**config.mk**
```make
export PLATFORM = sky130hd
export DESIGN_NAME = dds_freq_meter
export DESIGN_NICKNAME = d
export VERILOG_FILES = /design/src/rtl/dds_freq_meter.sv
export SDC_FILE = /design/constraint.sdc
export NUM_CORES = 1
export LEC_CHECK = 0
export ABC_AREA = 1
export ABC_CLOCK_PERIOD_IN_PS = 5150
export BUFFER_PORTS_ARGS = -buffer_cell sky130_fd_sc_hd__buf_2
export CORE_ASPECT_RATIO = 1.5
export CORE_UTILIZATION = 25
export DETAILED_ROUTE_END_ITERATION = 8
export GPL_TIMING_DRIVEN = 0
export PLACE_DENSITY = 0.51
export SYNTH_ARGS = -nofsm -noshare
export SYNTH_HDL_FRONTEND = slang
export SYNTH_SLANG_ARGS = --single-unit
```
**constraint.sdc**
```tcl
create_clock -name clk -period 5.15 [get_ports clk]
set_input_delay 0.2575 -clock clk [delete_from_list [all_inputs] [get_ports clk]]
set_output_delay 0.2575 -clock clk [all_outputs]
set_load 0.01 [all_outputs]
```
**src/rtl/dds_freq_meter.sv**
```systemverilog
// Gated rising-edge frequency meter reporting a DDS-equivalent tuning word.
// Define DDS_FREQ_METER_SYNC_EN to add a two-flop synchronizer on sig_in.
module dds_freq_meter #(
  parameter int PA_WIDTH   = 23,
  parameter int TUNE_WIDTH = 16,
  parameter int GATE_LOG2  = 20
) (
  input  logic                  clk,
  input  logic                  RST,
  input  logic                  sig_in,
  input  logic                  start,
  output logic                  busy,
  output logic                  meas_valid,
  input  logic                  meas_ready,
  output logic [TUNE_WIDTH-1:0] tune_est,
  output logic [GATE_LOG2-1:0]  edge_cnt,
  output logic                  ovf
);

  localparam int SHIFT = PA_WIDTH - GATE_LOG2;
  localparam int SW    = ((PA_WIDTH > TUNE_WIDTH) ? PA_WIDTH : TUNE_WIDTH) + 1;

  if (GATE_LOG2 < 1 || GATE_LOG2 > PA_WIDTH) begin : g_bad_gate_log2
    $error("dds_freq_meter: GATE_LOG2 must be in 1..PA_WIDTH");
  end

  typedef enum logic [1:0] {S_IDLE, S_GATE, S_DONE} state_e;

  state_e                state_q;
  logic                  sig_prev_q;
  logic [GATE_LOG2-1:0]  gate_cnt_q;
  logic [GATE_LOG2-1:0]  edge_acc_q;
  logic                  busy_q;
  logic                  valid_q;
  logic [TUNE_WIDTH-1:0] tune_q;
  logic [GATE_LOG2-1:0]  edge_cnt_q;
  logic                  ovf_q;

  logic                  sig_det;
  logic                  rise;
  logic [GATE_LOG2-1:0]  cnt_d;
  logic [SW-1:0]         scaled;
  logic                  sat_d;
  logic [TUNE_WIDTH-1:0] tune_d;

`ifdef DDS_FREQ_METER_SYNC_EN
  logic [1:0] sync_q;
  always_ff @(posedge clk) begin
    if (RST) sync_q <= '0;
    else     sync_q <= {sync_q[0], sig_in};
  end
  assign sig_det = sync_q[1];
`else
  assign sig_det = sig_in;
`endif

  // The final count includes an edge landing on the last gate cycle.
  assign rise   = sig_det & ~sig_prev_q;
  assign cnt_d  = edge_acc_q + GATE_LOG2'(rise);
  assign scaled = SW'(cnt_d) << SHIFT;
  assign sat_d  = |(scaled >> TUNE_WIDTH);
  assign tune_d = sat_d ? '1 : scaled[TUNE_WIDTH-1:0];

  always_ff @(posedge clk) begin
    if (RST) begin
      state_q    <= S_IDLE;
      sig_prev_q <= 1'b0;
      gate_cnt_q <= '0;
      edge_acc_q <= '0;
      busy_q     <= 1'b0;
      valid_q    <= 1'b0;
      tune_q     <= '0;
      edge_cnt_q <= '0;
      ovf_q      <= 1'b0;
    end else begin
      sig_prev_q <= sig_det;
      case (state_q)
        S_IDLE: begin
          if (start) begin
            state_q    <= S_GATE;
            busy_q     <= 1'b1;
            gate_cnt_q <= '0;
            edge_acc_q <= '0;
          end
        end
        S_GATE: begin
          gate_cnt_q <= gate_cnt_q + 1'b1;
          edge_acc_q <= cnt_d;
          if (&gate_cnt_q) begin
            state_q    <= S_DONE;
            valid_q    <= 1'b1;
            tune_q     <= tune_d;
            edge_cnt_q <= cnt_d;
            ovf_q      <= sat_d;
          end
        end
        S_DONE: begin
          if (meas_ready) begin
            state_q <= S_IDLE;
            valid_q <= 1'b0;
            busy_q  <= 1'b0;
          end
        end
        default: state_q <= S_IDLE;
      endcase
    end
  end

  assign busy       = busy_q;
  assign meas_valid = valid_q;
  assign tune_est   = tune_q;
  assign edge_cnt   = edge_cnt_q;
  assign ovf        = ovf_q;

endmodule

```
# Yosys cells after proc, flatten, opt, wreduce, memory -nomap -nowiden

Index checks and enable logic that the tools add are counted.

Word-level logic and storage cells: 42
Register bits after elaboration: 82
Output and inout port bits: 39

Muxes and demuxes: 13
Add/subtract/negate cells: 2
Reduce and logical (&&, ||, !) cells: 11
Bitwise logic cells: 2
Equality and inequality tests: 5

Operators by type and width:

| cell                                                             | count |
|---|---|
| 20-bit case mux with 2 select lines                              | 2 |
| 21-bit AND reduction                                             | 1 |
| 20-bit by 1-bit adder with 20-bit output                         | 1 |
| 20-bit by 1-bit adder with 20-bit output (second input constant) | 1 |
| 20-bit 2-to-1 mux                                                | 1 |
| 20-bit AND reduction                                             | 1 |
| 16-bit 2-to-1 mux                                                | 1 |
| 3-bit AND reduction                                              | 3 |
| 7-bit OR reduction                                               | 1 |
| 2-bit 2-to-1 mux                                                 | 3 |
| 2-bit != test (second input constant)                            | 3 |
| 2-bit case mux with 3 select lines                               | 1 |
| 2-bit nonzero test                                               | 3 |
| 1-bit case mux with 2 select lines                               | 2 |
| 1-bit 2-to-1 mux                                                 | 3 |
| 2-bit by 1-bit == test with 1-bit output (second input constant) | 1 |
| 2-bit == test (second input constant)                            | 1 |
| 2-bit zero test                                                  | 1 |
| 2-bit AND reduction                                              | 1 |
| 1-bit AND                                                        | 1 |
| 1-bit NOT                                                        | 1 |

# Longest topological paths before layout

Gate-level depths: netlist of run 1.

Depth after elaboration: 5
Mapped depth: 17
Gate-level depth less buffers: 16

# Worst setup path before layout of run 1

Ideal clock, no wire load.

Path kind: register -> register
Start point: register sig_prev_q
End point: register tune_q[10], in the netlist tune_est[10]
Clock period less this slack: 1936 ps
Slack: 3214 ps
Library setup time: 141 ps
Path buffers: 1
Data arrival time: 1795 ps
Stages on the path, launching flop included: 16
Cell sequence: dfxtp_1 -> nor2_1 -> ha_1 -> ha_1 -> nand2_2 -> nor2_4 -> nand2_4 -> nor2_8 -> nand3_2 -> nand2_2 -> nand2_1 -> nor2_1 -> nand2_1 -> nand2_2 -> buf_8 -> a21oi_2

Cells in the longest elaborated chain, start to end: 5

RTL lines:

| what                                       | RTL line | source |
|---|---|---|
| from (decl)                                | 30       | `logic sig_prev_q;` |
| from (signal assigned)                     | 76       | `sig_prev_q <= sig_det;` |
| 1-bit NOT *                                | 58       | `assign rise = sig_det & ~sig_prev_q;` |
| 1-bit AND *                                | 58       |  |
| 20-bit by 1-bit adder with 20-bit output * | 59       | `assign cnt_d = edge_acc_q + GATE_LOG2'(rise);` |
| 7-bit OR reduction                         | 61       | `assign sat_d = \|(scaled >> TUNE_WIDTH);` |
| 16-bit 2-to-1 mux *                        | 62       | `assign tune_d = sat_d ? '1 : scaled[TUNE_WIDTH-1:0];` |
| to (signal assigned)                       | 92       | `tune_q <= tune_d;` |
| to (decl)                                  | 35       | `logic [TUNE_WIDTH-1:0] tune_q;` |

Every way passes the cells marked *; elsewhere a longest branch is shown, timed or not.
A chain may end at the register's enable or synchronous reset.

# Final worst setup path of run 1

Start point: register sig_prev_q
End point: register tune_q[6], in the netlist tune_est[6]

Same word-level chain as after synthesis.

==> flow_metrics.py, run 1 <==
metrics = {
    "clock_tree": {
        "cts_inserted_buffers": 9,
        "path_clk_slew_ns": 0.06,
        "htreeDepth": 3,
        "clockBufferDepth": 2,
        "clock-sinks": 79,
        "clock-root-buffer": "clkbuf_16",
        "cts_tree": "yes",
        "cts_setup_buffers": 0,
        "clock_latency_ns": 0.34,
        "cts.repair.resized": 0,
        "cts_hold_buf": 0,
    },
    "timing": {
        "max_slew_margin": 0.457,
        "fin_worst_skew_ns": 0.0135,
        "worst_pin_slew_ns": 0.814,
        "setup_viol": 0,
        "hold_violations": 0,
        "rsz0062_at_grt": "no",
        "fin_crit_ns": 2.38,
        "fmax_ghz": 0.420,
        "fin_crit_sh": 0.462,
        "setup_tns_ns": 0,
        "drv_slew": 0,
    },
    "logic_synthesis": {
        "ys_ff_latch": 79,
        "syn-num-nets": 533,
        "synth_edf_count": 0,
        "synth_top_area_cell": "dfxtp_1",
        "yosys_warnings": 0,
        "synth_cell_type_count": 46,
        "yosys.area.top_type_share": 0.416,
        "syn_area_mm2": 0.00380,
        "synth_area_leaders": "dfxtp_1 (42%), nand2_1 (14%), a21oi_1 (7.2%)",
        "syn_area_per_cell_um2": 7.24,
        "synthArstFlopShare": 0,
        "syn_inst": 525,
        "ys_seq_area_frac": 0.416,
        "ys.flop_type": "dfxtp_1",
    },
    "worst_setup_path": {
        "arrival_ns": 2.57,
        "crit_path_start_kind": "flip-flop",
        "worstSetupEndpointType": "flip-flop",
        "path_max_fanout": 10,
        "path_class": "reg2reg",
        "worstPathRequired_ns": 5.34,
    },
    "pwr": {
        "irDropWorstVdd_uv": 136,
        "pwr-share-seq": 0.478,
        "p_leak_uw": 0.00177,
        "total_power_uw": 1290,
        "power_frac_comb": 0.040,
        "p_sw_uw": 298,
        "p_int_uw": 991,
        "power.share.clock": 0.482,
        "power_density_mw_per_mm2": 283,
        "swShare": 0.231,
    },
    "cells_and_area": {
        "fillers": 1649,
        "multi_input_area_mm2": 0.00191,
        "final_common_cell": "nand2_1",
        "num_antenna_cells": 0,
        "final_net_count": 586,
        "drive_gt1_frac": 0.194,
        "mostFrequentLayoutCells": "nand2_1 (140), dfxtp_1 (79), nor2_1 (64), a21oi_1 (55), buf_2 (47)",
        "regArea_mm2": 0.00158,
        "syn_to_final_growth_pct": 19.7,
    },
    "global_route": {
        "grt_max_degree": 14,
        "grt_pass1_wl_mm": 16.9,
        "grt_usage": 0.143,
        "overflow": 0,
        "antenna_found_initial": 0,
        "grt_pass1_vias": 3434,
    },
    "die": {
        "io_pins": 44,
        "die_w_um": 103,
        "die_h_um": 153,
        "initial_utilization": 0.258,
        "die-area_mm2": 0.0157,
        "rows": 54,
        "core-area_mm2": 0.0147,
    },
    "outcome": {
        "status": "completed",
    },
    "routing": {
        "wirelength_mm": 10.7,
        "drc_errors": 0,
        "num_vias": 3568,
        "postRouteAntennaNets": 0,
        "viasPerCell": 4.58,
        "wl_per_cell_um": 13.7,
        "dr.pass1.iters": 4,
        "dr.first_iter.drc_count": 199,
    },
    "place": {
        "port_buffers": 42,
        "place_hpwl_mm": 8.01,
        "routabilityCongestion": 0.838,
    },
    "worst_hold_path": {
        "holdCritPathClass": "in2reg",
    },
    "run": {
        "drv_cap": 0,
    },
}
## registers in the layout, indices dropped and copies added (netlist names)
signal / cells
edge_acc_q: 20
edge_cnt: 20
gate_cnt_q: 20
tune_est: 14
state_q: 2
busy: 1
meas_valid: 1
sig_prev_q: 1
## stage by stage
step	util	instance area (um^2)	instances	hold slack (ns)	worst slack (ns)
global placement	0.289	4260	763	0.453	2.71
floorplan	-	3800	525	0.382	3.21
global route	0.309	4550	779	0.180	2.63
CTS	0.309	4550	779	0.151	2.74
finish	0.309	4550	779	0.158	2.77
detailed placement	0.289	4260	763	0.456	2.66
## power groups by stage
stage | registers [uW] | logic [uW] | clock network [uW]
6_report | 616 | 51.8 | 621
5_1_grt | 616 | 57.2 | 663
4_1_cts | 616 | 52.3 | 638
3_5_place_dp | 630 | 52.3 | 0
3_3_place_gp | 630 | 51.8 | 0
2_1_floorplan | 630 | 31.0 | 0
## layout make-up
| type | instances | area share |
|---|---|---|
| Multi-Input combinational cell | 373 | 0.419 |
| Sequential cell | 79 | 0.348 |
| Clock buffer | 12 | 0.0586 |
| Tap cell | 196 | 0.0539 |
| Timing Repair Buffer | 42 | 0.0462 |
| Inverter | 49 | 0.0404 |
| Buffer | 24 | 0.0286 |
| Clock inverter | 4 | 0.00577 |
## Yosys cell counts, drive strengths merged (5+ instances only)
library cell	instances
nand2	148
dfxtp	79
nor2	74
a21oi	65
inv	48
nand3	20
buf	12
clkbuf	12
o21ai	10
xor2	9
a211oi	8
nand4	8
nor3	5
## final timing paths
check / start / to / slack (ns) / cells after the start
hold reg to reg: edge_cnt[1]$_SDFFE_PP0P_ / edge_cnt[1]$_SDFFE_PP0P_ / 0.46 / 2
setup / recovery: sig_prev_q$_SDFF_PP0_ / tune_est[6]$_SDFFE_PP0P_ / 2.77 / 15
setup reg to reg: sig_prev_q$_SDFF_PP0_ / tune_est[6]$_SDFFE_PP0P_ / 2.77 / 15
hold / removal: sig_in / sig_prev_q$_SDFF_PP0_ / 0.16 / 3
## critical path, stage by stage, from the launching register on
cell,delay [ns]
dfxtp_1,0.30
nor2_1,0.12
ha_1,0.24
ha_1,0.25
nand2_2,0.09
nor2_4,0.14
nand2_4,0.10
nor2_8,0.13
nand3_2,0.09
nand2_2,0.11
nand2_1,0.07
nor2_1,0.10
nand2_1,0.12
nand2_2,0.15
buf_8,0.17
a21oi_2,0.06
## routing by layer
metal | GRT usage | vias to the layer above | wire length [um]
met2 | 0.259 | 78 | 5690
li1 | - | 1806 | -
met1 | 0.153 | 1678 | 4410
met5 | 0 | - | 0
met4 | 0.0673 | 0 | 161
met3 | 0.0293 | 6 | 448
## cells by family (layout without fill, tap and decap cells)
family	count (synthesis)	in the layout	synth area share
xor+xnor	10	10	0.0230
flops	79	79	0.416
simple gates	260	260	0.306
fa+ha+maj	3	3	0.00987
buf+inv	73	131	0.0826
compound gates	100	100	0.163
(Power assumes the default switching activity.)
==> run 2, diff against run 1 <==
--- a/config.mk
+++ b/config.mk
@@ -6,13 +6,13 @@
 export NUM_CORES = 1
 export LEC_CHECK = 0
 export ABC_AREA = 1
-export ABC_CLOCK_PERIOD_IN_PS = 5150
+export ABC_CLOCK_PERIOD_IN_PS = 2100
 export BUFFER_PORTS_ARGS = -buffer_cell sky130_fd_sc_hd__buf_2
 export CORE_ASPECT_RATIO = 1.5
 export CORE_UTILIZATION = 25
 export DETAILED_ROUTE_END_ITERATION = 8
 export GPL_TIMING_DRIVEN = 0
-export PLACE_DENSITY = 0.51
+export PLACE_DENSITY = 0.52
 export SYNTH_ARGS = -nofsm -noshare
 export SYNTH_HDL_FRONTEND = slang
 export SYNTH_SLANG_ARGS = --single-unit
==> constraint.sdc (replaced) <==
create_clock -name clk -period 2.1 [get_ports clk]
set_input_delay 0.105 -clock clk [delete_from_list [all_inputs] [get_ports clk]]
set_output_delay 0.105 -clock clk [all_outputs]
set_load 0.01 [all_outputs]
==> flow_metrics.py, run 2 (synthesis gave the netlist of run 1 again) <==
metrics = {
    "clock_tree": {
        "cts_inserted_buffers": 9,
        "clock-sinks": 79,
        "clock_latency_ns": 0.34,
        "path_clk_slew_ns": 0.06,
        "cts_tree": "yes",
        "htreeDepth": 3,
        "clockBufferDepth": 2,
        "clock-root-buffer": "clkbuf_16",
    },
    "die": {
        "rows": 54,
        "die_w_um": 103,
        "initial_utilization": 0.258,
        "io_pins": 44,
        "core-area_mm2": 0.0147,
        "die_h_um": 153,
        "die-area_mm2": 0.0157,
    },
    "timing": {
        "drv_slew": 0,
        "fin_worst_skew_ns": 0.00637,
        "worst_pin_slew_ns": 0.820,
        "rsz0062_at_grt": "yes",
        "fmax_ghz": 0.468,
        "fin_crit_sh": 1.02,
        "hold_violations": 0,
        "setup_viol": 11,
        "whs_ns": 0.0376,
        "fin_ws_ns": -0.0365,
        "max_slew_margin": 0.453,
        "fin_crit_ns": 2.14,
    },
    "routing": {
        "num_vias": 3596,
        "wl_per_cell_um": 13.7,
        "dr.first_iter.drc_count": 173,
        "viasPerCell": 4.53,
        "postRouteAntennaNets": 0,
        "wirelength_mm": 10.8,
        "dr.pass1.iters": 4,
        "drc_errors": 0,
    },
    "pwr": {
        "irDropWorstVdd_uv": 301,
        "p_leak_uw": 0.00191,
        "power_density_mw_per_mm2": 681,
        "total_power_uw": 3290,
    },
    "global_route": {
        "grt_max_degree": 13,
        "antenna_found_initial": 0,
        "overflow": 0,
        "grt_pass1_wl_mm": 17.1,
        "grt_usage": 0.144,
        "grt_pass1_vias": 3493,
    },
    "worst_setup_path": {
        "crit_path_start_kind": "flip-flop",
        "path_class": "reg2reg",
        "worstPathRequired_ns": 2.29,
        "worstSetupEndpointType": "flip-flop",
        "path_max_fanout": 5,
        "arrival_ns": 2.33,
    },
    "place": {
        "place_hpwl_mm": 7.97,
        "place_area_mm2": 0.00426,
        "routabilityCongestion": 0.836,
        "port_buffers": 42,
    },
    "outcome": {
        "status": "finished with violations",
        "violations": "setup timing",
    },
    "cells_and_area": {
        "drive_gt1_frac": 0.244,
        "final_common_cell": "nand2_1",
        "num_antenna_cells": 0,
        "post-route-cell-area_mm2": 0.00483,
        "multi_input_area_mm2": 0.00202,
        "fillers": 1635,
        "syn_to_final_growth_pct": 27.0,
        "regArea_mm2": 0.00158,
        "final_net_count": 601,
        "mostFrequentLayoutCells": "nand2_1 (136), dfxtp_1 (77), nor2_1 (61), a21oi_1 (53), buf_2 (47)",
    },
    "run": {
        "drv_cap": 0,
    },
    "worst_hold_path": {
        "holdCritPathClass": "in2reg",
    },
}
## run 2: cell count changes in the layout (fill, tap and decap cells not counted), moves of 3 or more
cell      previous run  this run
buf_4                4        15
nand2_1            140       136
clkbuf_8             3         0
clkbuf_2             0         3
nor2_1              64        61
ha_1                 3         0
## run 2: final timing paths
path | startpoint | to | slack, ns | cells past startpoint
setup / recovery | sig_prev_q$_SDFF_PP0_ | tune_est[10]$_SDFFE_PP0P_ | -0.04 | 15
hold / removal | meas_ready | state_q[1]$_SDFFE_PP0P_ | 0.04 | 4
setup reg to reg | sig_prev_q$_SDFF_PP0_ | tune_est[10]$_SDFFE_PP0P_ | -0.04 | 15
hold reg to reg | meas_valid$_SDFFE_PP0P_ | meas_valid$_SDFFE_PP0P_ | 0.46 | 2
## run 2: where the power goes
| group | internal, uW | switching (uW) | leakage (uW) |
|---|---|---|---|
| clock | 1040 | 604 | 0.000151 |
| sequential | 1510 | 6.98 | 0.000638 |
| combinational | 30.3 | 103 | 0.00112 |
## run 2: what timing repair did
action                                  in CTS  in global routing
gates cloned                                 0                  1
endpoints found under the hold margin        1                  0
endpoints found under the setup margin      24                 41
gates resized for setup                     14                 20
pin swaps                                    3                 10
hold buffers                                 1                  0
buffers inserted                             8                  5
## run 2: per-layer routing
| metal | wire (um) | up-vias | part of all wire | global-route usage |
|---|---|---|---|---|
| met4 | 257 | 0 | 0.024 | 0.0680 |
| met2 | 5790 | 55 | 0.53 | 0.254 |
| met3 | 385 | 16 | 0.035 | 0.0320 |
| li1 | - | 1838 | - | - |
| met5 | 0 | - | 0 | 0 |
| met1 | 4410 | 1687 | 0.41 | 0.160 |
## run 2: worst max-delay path, cell delays in order (launching register included)
cell and delay [ns]:
dfxtp_2 0.32, nor2_2 0.08, ha_2 0.23, ha_4 0.17, nand2_2 0.07, nor2_4 0.14
nand2_4 0.10, nor2_4 0.14, nand3_2 0.08, nand2_2 0.08, nand2_2 0.05, nor2_2 0.11
nand2_2 0.09, nand2_4 0.12, clkbuf_16 0.16, a21oi_2 0.04
## run 2: per-stage QoR
step / std cells / utilization / setup TNS (ns) / setup WS [ns]
after CTS: 788 / 0.318 / -0.209 / -0.0309
after detailed placement: 763 / 0.289 / -2.88 / -0.236
after floorplan: 525 / - / 0 / 0.164
after global routing: 794 / 0.328 / -1.79 / -0.151
after global placement: 763 / 0.289 / -2.74 / -0.242
final: 794 / 0.328 / -0.148 / -0.0365
## run 2: area by class of cell
cell class / count / share of cell area
plain buffers: 24 / 0.0295
clock buffers: 12 / 0.0490
clock inverters: 4 / 0.0145
inverters: 49 / 0.0381
multi-input cells: 373 / 0.418
flip-flops and latches: 79 / 0.328
well taps: 196 / 0.0508
repair buffers: 57 / 0.0718
==> run 3, diff against run 2 <==
--- a/config.mk
+++ b/config.mk
@@ -9,10 +9,10 @@
 export ABC_CLOCK_PERIOD_IN_PS = 2100
 export BUFFER_PORTS_ARGS = -buffer_cell sky130_fd_sc_hd__buf_2
 export CORE_ASPECT_RATIO = 1.5
-export CORE_UTILIZATION = 25
+export CORE_UTILIZATION = 49
 export DETAILED_ROUTE_END_ITERATION = 8
 export GPL_TIMING_DRIVEN = 0
-export PLACE_DENSITY = 0.52
+export PLACE_DENSITY = 0.81
 export SYNTH_ARGS = -nofsm -noshare
 export SYNTH_HDL_FRONTEND = slang
 export SYNTH_SLANG_ARGS = --single-unit
==> flow_metrics.py, run 3 (synthesis gave the netlist of run 1 again) <==
metrics = {
    "global_route": {
        "overflow": 0,
        "grt_pass1_wl_mm": 16.0,
        "grt_max_degree": 13,
        "gr-usage-met1": 0.283,
        "antenna_found_initial": 0,
        "grt_usage": 0.261,
        "grt_pass1_vias": 3489,
        "use_met2": 0.452,
        "use_met3": 0.0532,
        "grt_most_used_layer": "met2",
    },
    "worst_setup_path": {
        "rr_worst_depth": 15,
        "r2r_setup_slack_ns": -0.02,
        "r2r-end": "tune_est[6]$_SDFFE_PP0P_",
        "path_class": "reg2reg",
        "endpoint": "tune_est[6]$_SDFFE_PP0P_",
        "cp-startpoint": "sig_prev_q$_SDFF_PP0_",
        "rr_startpoint": "sig_prev_q$_SDFF_PP0_",
        "crit_path_start_kind": "flip-flop",
        "worstSetupEndpointType": "flip-flop",
        "arrival_ns": 2.32,
        "worstPathRequired_ns": 2.29,
        "path_max_fanout": 5,
    },
    "run": {
        "drv_cap": 0,
    },
    "cells_and_area": {
        "final_common_cell": "nand2_1",
        "syn_to_final_growth_pct": 26.9,
        "regArea_mm2": 0.00158,
        "fillers": 580,
        "num_antenna_cells": 0,
        "drive_gt1_frac": 0.265,
        "final_net_count": 607,
        "multi_input_area_mm2": 0.00209,
        "fin_util": 0.638,
        "mostFrequentLayoutCells": "nand2_1 (133), dfxtp_1 (79), nor2_1 (60), a21oi_1 (50), buf_2 (47)",
    },
    "die": {
        "io_pins": 44,
        "initial_utilization": 0.503,
        "rows": 39,
        "die_h_um": 110,
        "die_w_um": 73.9,
        "die-area_mm2": 0.00812,
        "core-area_mm2": 0.00756,
    },
    "clock_tree": {
        "cts_tree": "yes",
        "cts_inserted_buffers": 9,
        "cts_hold_buf": 0,
        "clock-root-buffer": "clkbuf_16",
        "clock-sinks": 79,
        "path_clk_slew_ns": 0.06,
        "htreeDepth": 3,
        "clockBufferDepth": 2,
        "clock_latency_ns": 0.34,
    },
    "timing": {
        "setup_viol": 12,
        "fin_worst_skew_ns": 0.00931,
        "rsz0062_at_grt": "yes",
        "drv_slew": 0,
        "fmax_ghz": 0.471,
        "max_slew_margin": 0.470,
        "fin_ws_ns": -0.0245,
        "fin_crit_sh": 1.01,
        "worst_pin_slew_ns": 0.795,
        "hold_violations": 0,
        "fin_crit_ns": 2.12,
    },
    "pwr": {
        "irDropWorstVdd_uv": 595,
        "total_power_uw": 3190,
        "p_leak_uw": 0.00194,
        "power_density_mw_per_mm2": 660,
    },
    "routing": {
        "viasPerCell": 5.50,
        "wl_per_cell_um": 15.2,
        "dr.first_iter.drc_count": 390,
        "wirelength_mm": 10.7,
        "num_vias": 3875,
        "postRouteAntennaNets": 0,
        "drc_errors": 0,
        "dr.pass1.iters": 5,
    },
    "worst_hold_path": {
        "holdCritPathClass": "in2reg",
        "hold_depth": 3,
    },
    "outcome": {
        "violations": "setup timing",
        "status": "finished with violations",
    },
    "place": {
        "place_hpwl_mm": 6.95,
        "routabilityCongestion": 0.900,
        "port_buffers": 42,
    },
}
-- run 3: changes by cell type in the layout (fill, tap and decap cells not counted), sizes merged --
cell and change:
buf +9, dlygate4sd3 -1, clkbuf -2, bufinv -1
-- run 3: area by class of cell --
class                      instances  area share
multi-input combinational        373       0.434
inverter                          49      0.0387
clock inverter                     3     0.00908
timing repair buffer              64      0.0851
tap                              102      0.0265
clock buffer                      12      0.0511
sequential                        79       0.328
buffer                            23      0.0278
-- run 3: power breakdown --
group          leakage [uW]  internal, uW  total [uW]  switching (uW)
Combinational       0.00116          28.2         127            99.1
Sequential         0.000637          1510        1510            5.62
Clock              0.000143           947        1550             599
-- run 3: per-stage QoR --
stage	worst slack [ns]	instances	hold slack, ns	TNS [ns]	cell area [um^2]
global placement	-0.207	669	0.333	-2.23	4140
floorplan	0.164	525	0.230	0	3800
detailed placement	-0.255	669	0.362	-2.82	4140
CTS	-0.0662	695	0.0104	-0.712	4590
global route	-0.142	705	0.0177	-1.76	4820
finish	-0.0245	705	0.0207	-0.165	4820
-- run 3: per-layer routing --
layer	share of wire	vias to the layer above
met1	0.38	1816
met4	0.047	0
met2	0.52	159
li1	-	1855
met3	0.056	45
met5	0	-
-- run 3: timing repair --
action / CTS / global route
setup endpoints to repair: 14 / 45
pin swaps: 10 / 20
setup buffers: 11 / 12
resized for setup: 15 / 40
cloned: 1 / 0
-- run 3: worst min path at each step --
stage,from,endpoint,slack (ns)
after detailed placement,sig_in,sig_prev_q$_SDFF_PP0_,0.36
after floorplan,sig_in,sig_prev_q$_SDFF_PP0_,0.23
after CTS,sig_in,sig_prev_q$_SDFF_PP0_,0.01
final,sig_in,sig_prev_q$_SDFF_PP0_,0.02
after global routing,sig_in,sig_prev_q$_SDFF_PP0_,0.02
after global placement,sig_in,sig_prev_q$_SDFF_PP0_,0.33
-- run 3: worst max-delay path, cell delays in order (launching register included) --
cell	delay, ns
dfxtp_1	0.30
nor2_1	0.11
ha_2	0.22
ha_4	0.18
nand2_4	0.06
nor2_4	0.14
nand2_4	0.10
nor2_8	0.15
nand3_4	0.10
nand2_4	0.11
nand2_4	0.05
nor2_4	0.10
nand2_4	0.08
nand2_8	0.10
buf_8	0.13
a21oi_2	0.05
